`src/rtl/riscv_pkg.sv`:
```
// Shared types and default vectors for the PC generation stage.
// State and next-PC select encodings are used by pc_gen and pc_next_sel.
package riscv_pkg;

    typedef enum logic [1:0] {
        RESET,
        BOOT,
        RUN,
        HALT
    } pc_state_t;

    typedef enum logic [2:0] {
        SEL_SEQ,
        SEL_HOLD,
        SEL_BR,
        SEL_JAL,
        SEL_JALR,
        SEL_MRET,
        SEL_TRAP
    } pc_sel_t;

    localparam logic [31:0] DEFAULT_RESET_VECTOR = 32'h0000_0000;
    localparam logic [31:0] DEFAULT_TRAP_VECTOR  = 32'h0000_0100;

    function automatic logic is_word_aligned(input logic [31:0] addr);
        return addr[1:0] == 2'b00;
    endfunction

endpackage

```
`src/rtl/pc_gen_if.sv`:
```
// Control-flow request and PC result bundle between the core and pc_gen.
// master = core side driving requests, slave = pc_gen.
interface pc_gen_if;

    logic        stall;
    logic        branch_taken;
    logic [31:0] branch_target;
    logic        jal;
    logic [31:0] jal_target;
    logic        jalr;
    logic [31:0] jalr_target;
    logic        trap;
    logic        mret;
    logic [31:0] mepc;
    logic        halt;
    logic        resume;

    logic [31:0] pc;
    logic [31:0] pc_plus4;
    logic        pc_valid;
    logic        misaligned;
    logic [31:0] misaligned_addr;
    logic        halted;

    modport master (
        output stall, branch_taken, branch_target, jal, jal_target,
               jalr, jalr_target, trap, mret, mepc, halt, resume,
        input  pc, pc_plus4, pc_valid, misaligned, misaligned_addr, halted
    );

    modport slave (
        input  stall, branch_taken, branch_target, jal, jal_target,
               jalr, jalr_target, trap, mret, mepc, halt, resume,
        output pc, pc_plus4, pc_valid, misaligned, misaligned_addr, halted
    );

endinterface

```
`src/rtl/pc_next_sel.sv`:
```
// Combinational next-PC priority encoder, target mux and alignment check.
// A misaligned redirect target is replaced by the trap vector.
module pc_next_sel
    import riscv_pkg::*;
#(
    parameter logic [31:0] TRAP_VECTOR = DEFAULT_TRAP_VECTOR
) (
    input  logic [31:0] pc,
    input  logic [31:0] pc_plus4,
    input  logic        stall,
    input  logic        branch_taken,
    input  logic [31:0] branch_target,
    input  logic        jal,
    input  logic [31:0] jal_target,
    input  logic        jalr,
    input  logic [31:0] jalr_target,
    input  logic        trap,
    input  logic        mret,
    input  logic [31:0] mepc,
    output pc_sel_t     sel,
    output logic [31:0] target,
    output logic        target_misaligned,
    output logic [31:0] next_pc
);

    logic redirect;

    // trap and mret outrank stall; every other redirect waits for the stall to clear
    always_comb begin
        sel    = SEL_SEQ;
        target = pc_plus4;
        if (trap) begin
            sel    = SEL_TRAP;
            target = TRAP_VECTOR;
        end else if (mret) begin
            sel    = SEL_MRET;
            target = mepc;
        end else if (stall) begin
            sel    = SEL_HOLD;
            target = pc;
        end else if (jalr) begin
            sel    = SEL_JALR;
            target = jalr_target & 32'hFFFF_FFFE;
        end else if (jal) begin
            sel    = SEL_JAL;
            target = jal_target;
        end else if (branch_taken) begin
            sel    = SEL_BR;
            target = branch_target;
        end
    end

    assign redirect          = (sel == SEL_BR) || (sel == SEL_JAL) ||
                               (sel == SEL_JALR) || (sel == SEL_MRET);
    assign target_misaligned = redirect && !is_word_aligned(target);
    assign next_pc           = target_misaligned ? TRAP_VECTOR : target;

endmodule

```
`src/rtl/pc_gen.sv`:
```
// Program-counter generation: PC register, boot/run/halt sequencing and
// registered misalignment reporting for redirect targets.
module pc_gen
    import riscv_pkg::*;
#(
    parameter logic [31:0] RESET_VECTOR = DEFAULT_RESET_VECTOR,
    parameter logic [31:0] TRAP_VECTOR  = DEFAULT_TRAP_VECTOR
) (
    input  logic      clk,
    input  logic      res,
    pc_gen_if.slave   bus
);

    localparam bit VECTORS_ALIGNED = (RESET_VECTOR[1:0] == 2'b00) &&
                                     (TRAP_VECTOR[1:0] == 2'b00);

    pc_state_t   state;
    pc_sel_t     sel;
    logic [31:0] target;
    logic        target_misaligned;
    logic [31:0] next_pc;

    assign bus.pc_plus4 = bus.pc + 32'd4;

    pc_next_sel #(
        .TRAP_VECTOR (TRAP_VECTOR)
    ) u_next_sel (
        .pc                (bus.pc),
        .pc_plus4          (bus.pc_plus4),
        .stall             (bus.stall),
        .branch_taken      (bus.branch_taken),
        .branch_target     (bus.branch_target),
        .jal               (bus.jal),
        .jal_target        (bus.jal_target),
        .jalr              (bus.jalr),
        .jalr_target       (bus.jalr_target),
        .trap              (bus.trap),
        .mret              (bus.mret),
        .mepc              (bus.mepc),
        .sel               (sel),
        .target            (target),
        .target_misaligned (target_misaligned),
        .next_pc           (next_pc)
    );

    always_ff @(posedge clk or posedge res) begin
        if (res) begin
            state               <= RESET;
            bus.pc              <= RESET_VECTOR;
            bus.pc_valid        <= 1'b0;
            bus.misaligned      <= 1'b0;
            bus.misaligned_addr <= 32'h0;
            bus.halted          <= 1'b0;
        end else begin
            bus.misaligned      <= 1'b0;
            bus.misaligned_addr <= 32'h0;
            case (state)
                RESET: begin
                    state <= BOOT;
                end
                BOOT: begin
                    state        <= RUN;
                    bus.pc_valid <= 1'b1;
                end
                RUN: begin
                    if (sel != SEL_HOLD) begin
                        bus.pc <= next_pc;
                    end
                    bus.misaligned <= target_misaligned;
                    if (target_misaligned) begin
                        bus.misaligned_addr <= target;
                    end
                    // the redirect of the halting cycle still lands before freezing
                    if (bus.halt) begin
                        state        <= HALT;
                        bus.pc_valid <= 1'b0;
                        bus.halted   <= 1'b1;
                    end
                end
                HALT: begin
                    if (bus.resume && !bus.halt) begin
                        state        <= RUN;
                        bus.pc_valid <= 1'b1;
                        bus.halted   <= 1'b0;
                    end
                end
                default: begin
                    state <= RESET;
                end
            endcase
        end
    end

    a_vectors_aligned: assert property (@(posedge clk) disable iff (res) VECTORS_ALIGNED);

endmodule

```
`src/flat_wrapper.sv`:
```
// flat-port wrapper written by rule: the top's interface ports become plain ports
module pc_gen_flat import riscv_pkg::*;
#(
    parameter logic [31:0] RESET_VECTOR = DEFAULT_RESET_VECTOR,
    parameter logic [31:0] TRAP_VECTOR  = DEFAULT_TRAP_VECTOR
)
  (clk, res, bus_stall, bus_branch_taken, bus_branch_target, bus_jal, bus_jal_target, bus_jalr, bus_jalr_target, bus_trap, bus_mret, bus_mepc, bus_halt, bus_resume, bus_pc, bus_pc_plus4, bus_pc_valid, bus_misaligned, bus_misaligned_addr, bus_halted);
  pc_gen_if bus_i ();
  input  logic clk;
  input  logic res;
  input wire logic [$bits(bus_i.stall)-1:0] bus_stall;
  input wire logic [$bits(bus_i.branch_taken)-1:0] bus_branch_taken;
  input wire logic [$bits(bus_i.branch_target)-1:0] bus_branch_target;
  input wire logic [$bits(bus_i.jal)-1:0] bus_jal;
  input wire logic [$bits(bus_i.jal_target)-1:0] bus_jal_target;
  input wire logic [$bits(bus_i.jalr)-1:0] bus_jalr;
  input wire logic [$bits(bus_i.jalr_target)-1:0] bus_jalr_target;
  input wire logic [$bits(bus_i.trap)-1:0] bus_trap;
  input wire logic [$bits(bus_i.mret)-1:0] bus_mret;
  input wire logic [$bits(bus_i.mepc)-1:0] bus_mepc;
  input wire logic [$bits(bus_i.halt)-1:0] bus_halt;
  input wire logic [$bits(bus_i.resume)-1:0] bus_resume;
  output wire logic [$bits(bus_i.pc)-1:0] bus_pc;
  output wire logic [$bits(bus_i.pc_plus4)-1:0] bus_pc_plus4;
  output wire logic [$bits(bus_i.pc_valid)-1:0] bus_pc_valid;
  output wire logic [$bits(bus_i.misaligned)-1:0] bus_misaligned;
  output wire logic [$bits(bus_i.misaligned_addr)-1:0] bus_misaligned_addr;
  output wire logic [$bits(bus_i.halted)-1:0] bus_halted;
  assign bus_i.stall = bus_stall;
  assign bus_i.branch_taken = bus_branch_taken;
  assign bus_i.branch_target = bus_branch_target;
  assign bus_i.jal = bus_jal;
  assign bus_i.jal_target = bus_jal_target;
  assign bus_i.jalr = bus_jalr;
  assign bus_i.jalr_target = bus_jalr_target;
  assign bus_i.trap = bus_trap;
  assign bus_i.mret = bus_mret;
  assign bus_i.mepc = bus_mepc;
  assign bus_i.halt = bus_halt;
  assign bus_i.resume = bus_resume;
  assign bus_pc = bus_i.pc;
  assign bus_pc_plus4 = bus_i.pc_plus4;
  assign bus_pc_valid = bus_i.pc_valid;
  assign bus_misaligned = bus_i.misaligned;
  assign bus_misaligned_addr = bus_i.misaligned_addr;
  assign bus_halted = bus_i.halted;
  pc_gen #(.RESET_VECTOR(RESET_VECTOR), .TRAP_VECTOR(TRAP_VECTOR)) u_core (.clk(clk), .res(res), .bus(bus_i));
endmodule
```
`config.mk`:
```
export PLATFORM = sky130hd
export DESIGN_NAME = pc_gen_flat
export DESIGN_NICKNAME = d
export VERILOG_FILES = /design/src/rtl/riscv_pkg.sv /design/src/rtl/pc_gen_if.sv /design/src/rtl/pc_next_sel.sv /design/src/rtl/pc_gen.sv /design/src/flat_wrapper.sv
export SDC_FILE = /design/constraint.sdc
export NUM_CORES = 1
export LEC_CHECK = 0
export ABC_AREA = 1
export BUFFER_PORTS_ARGS = -buffer_cell sky130_fd_sc_hd__buf_2
export CORE_ASPECT_RATIO = 2
export CORE_MARGIN = 3
export CORE_UTILIZATION = 35
export DETAILED_ROUTE_END_ITERATION = 10
export GPL_TIMING_DRIVEN = 0
export MAX_ROUTING_LAYER = met4
export PLACE_DENSITY = 0.65
export SYNTH_ARGS = -nofsm -noshare
export SYNTH_HDL_FRONTEND = slang
export SYNTH_SLANG_ARGS = --single-unit
export TNS_END_PERCENT = 10
```
`constraint.sdc`:
```
create_clock -name clk -period 2.1 [get_ports clk]
set_input_delay 0.21 -clock clk [delete_from_list [all_inputs] [get_ports clk]]
set_output_delay 0.21 -clock clk [all_outputs]
set_load 0.01 [all_outputs]
```
### Yosys cells after proc, flatten, opt, wreduce, memory -nomap -nowiden

Index checks and enable logic that the tools add are counted.

| cells by class | value |
|---|---|
| add/subtract/negate cells | 1 |
| equal/unequal tests | 10 |
| multiplexer cells | 25 |
| reductions and logical operators | 15 |

Operators with widths:

| kind | number |
|---|---|
| $mux W32 | 9 |
| $add A32 B3 Y32 const B | 1 |
| $mux W3 | 4 |
| $mux W2 | 4 |
| $pmux W2 S4 | 1 |
| $eq A3 B2 Y1 const B | 2 |
| $eq A3 B3 Y1 const B | 2 |
| $reduce_and A3 Y1 | 2 |
| $mux W1 | 5 |
| $eq A2 B2 Y1 const B | 2 |
| $logic_not A2 Y1 | 2 |
| $reduce_and A2 Y1 | 2 |
| $logic_or A1 B1 Y1 | 3 |
| $ne A3 B1 Y1 const B | 1 |
| $pmux W1 S3 | 1 |
| $reduce_bool A3 Y1 | 1 |
| $eq A2 B1 Y1 const B | 1 |
| $logic_and A1 B1 Y1 | 2 |
| $logic_not A1 Y1 | 2 |
| $ne A2 B1 Y1 const B | 1 |
| $ne A2 B2 Y1 const B | 1 |
| $pmux W1 S2 | 1 |
| $reduce_bool A2 Y1 | 1 |

| storage, ports and cells | value |
|---|---|
| register bits | 69 |
| input bits | 138 |
| output and inout bits | 99 |
| logic and storage cells | 57 |

### Longest topological paths before layout

Gate-level depths: netlist of the first run.

| logic depth | value |
|---|---|
| depth in word-level cells | 13 |
| gate-level depth with buffers | 14 |
| gate-level depth less buffers | 13 |

### By module

A second synthesis of the first run with hierarchy kept.

| unflattened totals | value |
|---|---|
| cells, all modules | 935 |
| area total of the unflattened synthesis | 5809.3 µm² |

By module, submodules not included:

| module | times used | cells each | area each (µm²) | seq. area each (µm²) |
|---|---|---|---|---|
| pc_gen | 1 | 433 | 3377.0 | 1726.7 |
| pc_next_sel | 1 | 502 | 2432.3 | 0.0 |

### Worst setup path after synthesis of the first run

OpenSTA, ideal clock, no wires.

| path | value |
|---|---|
| path kind | reg-to-reg |
| start | register u_core.bus.pc[3] |
| end | register u_core.bus.pc[10] |
| library setup time | 76 ps |
| arrival | 1663 ps |
| data required time | 2024 ps |
| setup slack | 360 ps |
| cell stages (with the launch flop) | 12 |
| buffers on the path | 0 |
| clock period less this slack | 1740 ps |
| cell sequence | dfrtp_1 ha_1 nand2_1 nor2_2 nand2_2 xnor2_1 nand2_1 nand2_1 nand2_1 nand2_1 nand2_1 o21ai_1 |

| on the way | value |
|---|---|
| word-level cells in the longest chain between the ends | 8 |

Ends and longest elaborated chain:

| item | RTL line | RTL |
|---|---|---|
| from (decl) | pc_gen_if.sv:34 | `output pc, pc_plus4, pc_valid, misaligned, misaligned_addr, halted` |
| from (signal assigned) | pc_gen.sv:67 | `bus.pc <= next_pc;` |
| $add A32 B3 Y32 | pc_gen.sv:23 | `assign bus.pc_plus4 = bus.pc + 32'd4;` |
| via bus_pc_plus4[10] | flat_wrapper.sv:24 | `output wire logic [$bits(bus_i.pc_plus4)-1:0] bus_pc_plus4;` |
| $mux W32 | pc_next_sel.sv:47 | `end else if (branch_taken) begin` |
| $mux W32 | pc_next_sel.sv:44 | `end else if (jal) begin` |
| $mux W32 | pc_next_sel.sv:41 | `end else if (jalr) begin` |
| $mux W32 | pc_next_sel.sv:38 | `end else if (stall) begin` |
| $mux W32 | pc_next_sel.sv:35 | `end else if (mret) begin` |
| $mux W32 | pc_next_sel.sv:32 | `if (trap) begin` |
| $mux W32 | pc_next_sel.sv:56 | `assign next_pc = target_misaligned ? TRAP_VECTOR : target;` |

The timed path passes the listed nets, and every way through them passes these cells.
A chain may end at the register's enable or synchronous reset.

### Final worst setup path of the first run

| path | value |
|---|---|
| start | register u_core.bus.pc[2] |
| end | output port bus_pc_plus4[31] |

| on the way | value |
|---|---|
| word-level cells in the longest chain between the ends | 1 |

Ends and longest elaborated chain:

| item | RTL line |
|---|---|
| $add A32 B3 Y32 | pc_gen.sv:23 |
| to (decl) | flat_wrapper.sv:24 |

Every way passes these cells.

==> flow_metrics.env, run 1 <==
export IMPL_dieArea_sq_um=16200
export IMPL_setup_violations=0
export IMPL_ys_ff_latch=69
export IMPL_viasPerCell=5.17
export IMPL_holdWs_ns=0.131
export IMPL_critPathBufInv=2
export IMPL_fin_area_sq_um=7090
export IMPL_dpl_cell_area_sq_um=6550
export IMPL_synth_xor_area_share_pct=1.20
export IMPL_p_seq_share_pct=31.1
export IMPL_antenna_found_initial=1
export IMPL_power_frac_comb_pct=46.5
export IMPL_irDropWorstVdd_v=0.000595
export IMPL_hp_class="in2reg"
export IMPL_synth_avg_cell_area_sq_um=6.27
export IMPL_power_switching_w=0.00354
export IMPL_yosys_top_cells_count="259 x nand2_1, 168 x nor2_1, 69 x dfrtp_1, 53 x nand3_1, 40 x inv_1"
export IMPL_path_depth=7
export IMPL_timing_slew_headroom_pct=51.3
export IMPL_p_leak_nw=3.66
export IMPL_period_minus_slack_ns=2.10
export IMPL_yosys_warnings=0
export IMPL_critPathLaunchType="register"
export IMPL_synth_distinct_cells=37
export IMPL_synth_most_common_cell="nand2_1"
export IMPL_initial_core_util_pct=36.2
export IMPL_async_flop_share_pct=100
export IMPL_numPortBuffers=234
export IMPL_synth_compound_area_share_pct=12.0
export IMPL_arrival_ns=1.89
export IMPL_grt_max_degree=43
export IMPL_cts_sinks=69
export IMPL_drv_slew=0
export IMPL_critPathMaxFanout=4
export IMPL_synth_top_family_by_area="simple AND/OR/NAND/NOR gates"
export IMPL_syn_inst=815
export IMPL_skew_ns=0.00560
export IMPL_dr_pass1_iters=5
export IMPL_hold_depth=3
export IMPL_reg2reg_slack_ns=0.19
export IMPL_cts_tree="yes"
export IMPL_synthAdderAreaFrac_pct=0.245
export IMPL_first_iter_violations=438
export IMPL_critPathTopFamily="simple AND/OR/NAND/NOR gates"
export IMPL_yosys_area_share_simple_pct=44.7
export IMPL_die_w_microns=91.5
export IMPL_num_rows=61
export IMPL_final_antenna_net_count=0
export IMPL_cts_root_buf="clkbuf_16"
export IMPL_cts_buffer_depth=2
export IMPL_syn_nets=954
export IMPL_overflow=0
export IMPL_drv_cap=0
export IMPL_power_density_nw_per_um2=1100
export IMPL_ys_seq_area_share_pct=33.8
export IMPL_synth_top_area_share_pct=33.8
export IMPL_cp_common_cell="nor2_4"
export IMPL_ios=237
export IMPL_cpMaxStageDelayCell="dfrtp_2"
export IMPL_layout_drive_gt1_share_pct=33.0
export IMPL_fin_crit_sh_pct=99.8
export IMPL_grt_setup_unrepaired="yes"
export IMPL_final_net_count=1208
export IMPL_grt_pass1_wl_mm=35.6
export IMPL_h_tree_depth=3
export IMPL_clock_latency_ns=0.34
export IMPL_area_delta_synth_final_pct=38.7
export IMPL_clk_pin_slew_worst_paths_ns=0.06
export IMPL_nFillCells=1529
export IMPL_yosys_top_cells_area="dfrtp_1 34%, nand2_1 19%, nor2_1 12%"
export IMPL_core_area_sq_um=14100
export IMPL_die_h_microns=177
export IMPL_synthesis_area_sq_um=5110
export IMPL_grt_pass1_vias=6567
export IMPL_seq_area_sq_um=1750
export IMPL_cp_slowest_stage_delay_ns=0.43
export IMPL_p_int_w=0.00423
export IMPL_cp_end_kind="output pin"
export IMPL_multi_input_area_sq_um=3080
export IMPL_place_gp_congestion=0.939
export IMPL_finalHoldViolCount=0
export IMPL_outcome="finished, final reports clean"
export IMPL_grt_total_usage_pct=30.1
export IMPL_vias=6541
export IMPL_fmax_ghz=0.477
export IMPL_wl_mm=24.1
export IMPL_yosysTopAreaCell="dfrtp_1"
export IMPL_crit_type="reg2out"
export IMPL_cp_required_ns=1.89
export IMPL_path_cells="inv_1, nor2_4, nand2_2, nor2_4, nand3_1, and2_1, buf_2"
export IMPL_routedWlPerCell_microns=19.1
export IMPL_total_power_w=0.00778
export IMPL_dp_hpwl_mm=18.9
export IMPL_max_slew_worst_pin_slew_ns=0.731
export IMPL_numCtsBuffers=9
export IMPL_synthFlopType="dfrtp_1"
export IMPL_drc=0
export IMPL_synth_mux_area_share_pct=0
export IMPL_synth_edff_count=0
export IMPL_p_clk_share_pct=22.4
export IMPL_sw_frac_of_total_pct=45.6
export IMPL_worstRegToRegCells=10
-- layer usage --
layer / wire length [microns] / global-route usage (%) / vias up
li1: - / - / 3137
met1: 8280 / 30.8 / 2981
met2: 12900 / 54.3 / 348
met3: 1520 / 3.32 / 75
met4: 1440 / 18.3 / 0
met5: 0 / - / -
-- state kept, by name, summed over array words and instances, names as in the netlist --
register                    flops
u_core.bus.misaligned           1
u_core.bus.halted               1
u_core.state                    2
u_core.bus.pc                  32
u_core.bus.misaligned_addr     32
u_core.bus.pc_valid             1
-- layout make-up --
class / count / area share, %
Timing Repair Buffer: 243 / 17.9
Clock inverter: 6 / 1.31
Tap cell: 189 / 3.33
Inverter: 50 / 2.79
Sequential cell: 69 / 24.7
Clock buffer: 10 / 3.37
Antenna cell: 2 / 0.0706
Multi-Input combinational cell: 658 / 43.5
Buffer: 38 / 3.03
-- stage by stage --
stage	worst slack (ns)	instances	setup TNS (ns)	utilization (%)
global route	-0.0291	1264	-0.126	50.2
floorplan	0.150	815	0	-
finish	0.00338	1265	0	50.2
detailed placement	-0.0665	1239	-0.115	46.4
global placement	-0.906	1238	-61.98	46.2
CTS	0.00348	1262	0	49.6
-- worst reg2reg max path, cell delays in order (launching register included) --
cell,delay (ns)
dfrtp_2,0.43
buf_4,0.14
nand3_1,0.12
nor2_1,0.30
xor2_1,0.26
nand2_1,0.08
nand2_1,0.08
nand2_1,0.05
nand2_1,0.05
nand2_1,0.13
o21ai_0,0.19
-- cells in the final DEF (no fill, tap or decap), drive strengths merged, types with 4 or more instances in the layout --
master,n
o22ai,35
nand3,54
buf,265
nor2,179
xor2,5
o21ai,22
o21bai,5
nor3,23
a21oi,37
nand2,267
clkbuf,25
o211ai,4
and2,19
dfrtp,69
inv,51
-- path summary, 6_finish.rpt --
check / from / end
worst max-delay path: u_core.bus.pc[2] / bus_pc_plus4[31]
worst min-delay path: bus_halt / u_core.state[0]
worst max register to register: u_core.bus.pc[2] / u_core.bus.pc[7]
worst min register to register: u_core.bus.pc_valid / u_core.bus.pc_valid
max in group asynchronous: res / u_core.bus.pc[16]
min in group asynchronous: res / u_core.bus.misaligned_addr[22]
-- kinds of logic after synthesis --
group / Yosys count
buffers and inverters: 88
XOR/XNOR: 7
adder cells (fa/ha/maj): 1
AND/OR/NAND/NOR: 543
AO/OA/AOI/OAI: 107
flip-flops: 69
-- power by group through the flow --
stage / Sequential (W) / Clock, W / Combinational (W)
2_1_floorplan: 0.00230 / 0 / 0.00189
3_3_place_gp: 0.00237 / 0 / 0.00344
3_5_place_dp: 0.00237 / 0 / 0.00346
4_1_cts: 0.00237 / 0.00175 / 0.00354
5_1_grt: 0.00246 / 0.00180 / 0.00397
6_report: 0.00242 / 0.00174 / 0.00362
-- what timing repair did --
action | 4_1_cts | 5_1_grt
setup buffers | 6 | 1
pin swaps | 5 | 9
hold endpoints to repair | 27 | 0
hold buffers | 1 | 0
endpoints found under the setup margin | 26 | 21
gates resized for setup | 23 | 31
Note: power is estimated with default switching activity, not from simulation.
==> run 2, diff against run 1 <==
--- a/config.mk
+++ b/config.mk
@@ -7,13 +7,16 @@
 export LEC_CHECK = 0
 export ABC_AREA = 1
 export BUFFER_PORTS_ARGS = -buffer_cell sky130_fd_sc_hd__buf_2
+export CELL_PAD_IN_SITES_DETAIL_PLACEMENT = 1
+export CELL_PAD_IN_SITES_GLOBAL_PLACEMENT = 1
 export CORE_ASPECT_RATIO = 2
 export CORE_MARGIN = 3
-export CORE_UTILIZATION = 35
+export CORE_UTILIZATION = 28
 export DETAILED_ROUTE_END_ITERATION = 10
 export GPL_TIMING_DRIVEN = 0
 export MAX_ROUTING_LAYER = met4
-export PLACE_DENSITY = 0.65
+export PLACE_DENSITY_LB_ADDON = 0.1
+export SLEW_MARGIN = 20
 export SYNTH_ARGS = -nofsm -noshare
 export SYNTH_HDL_FRONTEND = slang
 export SYNTH_SLANG_ARGS = --single-unit
==> flow_metrics.env, run 2 (synthesized netlist as in run 1, its figures left out) <==
export IMPL_cp_required_ns=1.89
export IMPL_crit_type="reg2out"
export IMPL_irDropWorstVdd_v=0.000449
export IMPL_fmax_ghz=0.472
export IMPL_fin_cells=1297
export IMPL_grt_pass1_vias=7233
export IMPL_dp_hpwl_mm=22.1
export IMPL_critPathLaunchType="register"
export IMPL_final_net_count=1216
export IMPL_numCtsBuffers=9
export IMPL_cts_buffer_depth=2
export IMPL_worstRegToRegCells=13
export IMPL_final_common_cell="nand2_1"
export IMPL_fin_area_sq_um=7140
export IMPL_drv_slew=0
export IMPL_r2r_end="u_core.bus.pc[24]"
export IMPL_drv_cap=0
export IMPL_cts_sinks=69
export IMPL_finalHoldViolCount=0
export IMPL_h_tree_depth=3
export IMPL_dp_cells=1263
export IMPL_layout_common_cells="251 x nand2_1, 244 x buf_2, 159 x nor2_1, 50 x nand3_1, 45 x dfrtp_1"
export IMPL_area_delta_synth_final_pct=39.6
export IMPL_grt_max_degree=39
export IMPL_die_w_microns=102
export IMPL_viasPerCell=5.06
export IMPL_reg_largest_list="u_core.bus.misaligned_addr: 32 flops, u_core.bus.pc: 32 flops, u_core.state: 2 flops"
export IMPL_numPortBuffers=234
export IMPL_period_minus_slack_ns=2.12
export IMPL_ios=237
export IMPL_clk_pin_slew_worst_paths_ns=0.06
export IMPL_timing_rr_start="u_core.bus.pc[2]"
export IMPL_wl_mm=27.6
export IMPL_drc=0
export IMPL_power_density_nw_per_um2=1100
export IMPL_first_iter_violations=190
export IMPL_p_leak_nw=3.67
export IMPL_antenna_found_initial=3
export IMPL_final_antenna_net_count=0
export IMPL_grt_total_usage_pct=28.4
export IMPL_clock_latency_ns=0.34
export IMPL_cts_tree="yes"
export IMPL_cts_root_buf="clkbuf_16"
export IMPL_dr_pass1_iters=4
export IMPL_setup_violations=2
export IMPL_place_gp_congestion=0.914
export IMPL_overflow=0
export IMPL_outcome="complete, but fails checks"
export IMPL_cp_end_kind="output pin"
export IMPL_num_rows=69
export IMPL_setup_slack_ns=-0.0186
export IMPL_arrival_ns=1.91
export IMPL_tns_ns=-0.0231
export IMPL_dieArea_sq_um=20000
export IMPL_initial_core_util_pct=28.6
export IMPL_layout_drive_gt1_share_pct=33.6
export IMPL_skew_ns=0.00670
export IMPL_reg2reg_slack_ns=0.15
export IMPL_critPathMaxFanout=4
export IMPL_pre_cts_slack_ns=-0.262
export IMPL_routedWlPerCell_microns=21.2
export IMPL_vias=6564
export IMPL_grt_setup_unrepaired="yes"
export IMPL_core_area_sq_um=17900
export IMPL_holdWs_ns=0.142
export IMPL_hp_class="in2reg"
export IMPL_grt_pass1_wl_mm=40.7
export IMPL_timing_slew_headroom_pct=47.7
export IMPL_failed_checks="setup timing"
export IMPL_die_h_microns=197
export IMPL_min_delay_worst_endpoint="u_core.state[0]"
export IMPL_max_slew_worst_pin_slew_ns=0.784
export IMPL_hold_depth=3
export IMPL_min_delay_start="bus_halt"
export IMPL_fin_crit_sh_pct=101
export IMPL_dpl_cell_area_sq_um=6580
## run 2: what timing repair did
action / 4_1_cts / 5_1_grt
setup endpoints to repair: 36 / 29
setup buffers: 5 / 10
resized for setup: 29 / 27
endpoints found under the hold margin: 31 / 0
pin swaps: 6 / 5
hold buffers: 1 / 0
## run 2: worst max path at each step
| stage | depth (start not counted) | endpoint | slack, ns | from |
|---|---|---|---|---|
| after floorplan | 1 | u_core.bus.halted | 0.15 | res |
| after global placement | 2 | u_core.bus.misaligned_addr[14] | -1.06 | res |
| after detailed placement | 12 | u_core.bus.pc[24] | -0.26 | u_core.bus.pc[3] |
| after CTS | 6 | bus_pc_plus4[8] | -0.06 | u_core.bus.pc[2] |
| after global routing | 8 | bus_pc_plus4[19] | -0.12 | u_core.bus.pc[4] |
| final | 8 | bus_pc_plus4[12] | -0.02 | u_core.bus.pc[2] |
## run 2: metrics by stage
step | util [%] | power (W)
after detailed placement | 36.8 | 0.00603
after floorplan | - | 0.00419
after CTS | 39.1 | 0.00776
final | 39.9 | 0.00786
after global placement | 36.7 | 0.00597
after global routing | 39.9 | 0.00841
## run 2: cell type report
| cell class | count | area (sq um) |
|---|---|---|
| repair buffers | 251 | 1320 |
| plain buffers | 38 | 219 |
| multi-input cells | 658 | 3080 |
| clock buffers | 9 | 225 |
| flip-flops and latches | 69 | 1760 |
| inverters | 50 | 198 |
| diodes | 3 | 7.51 |
| well taps | 213 | 267 |
| clock inverters | 6 | 65.1 |
| fillers | 2440 | 10700 |
## run 2: where the power goes
| part | internal (W) | total, W | switching, W |
|---|---|---|---|
| Combinational | 0.00150 | 0.00379 | 0.00229 |
| Clock | 0.000915 | 0.00159 | 0.000674 |
| Sequential | 0.00174 | 0.00248 | 0.000743 |
## run 2: layer usage
metal,share of wire (%),GRT usage (%),wire length [microns]
met5,0,-,0
met3,5.3,4.24,1450
met1,35,27.8,9750
met2,54,52.5,15000
met4,5.1,14.4,1390
## run 2: critical path: stages, from the launching register on
cell,delay [ns]
dfrtp_1,0.39
ha_2,0.23
nand2_2,0.08
nor2_4,0.23
nand2_4,0.12
nor2_4,0.14
nand2_2,0.08
and2_1,0.16
buf_2,0.14
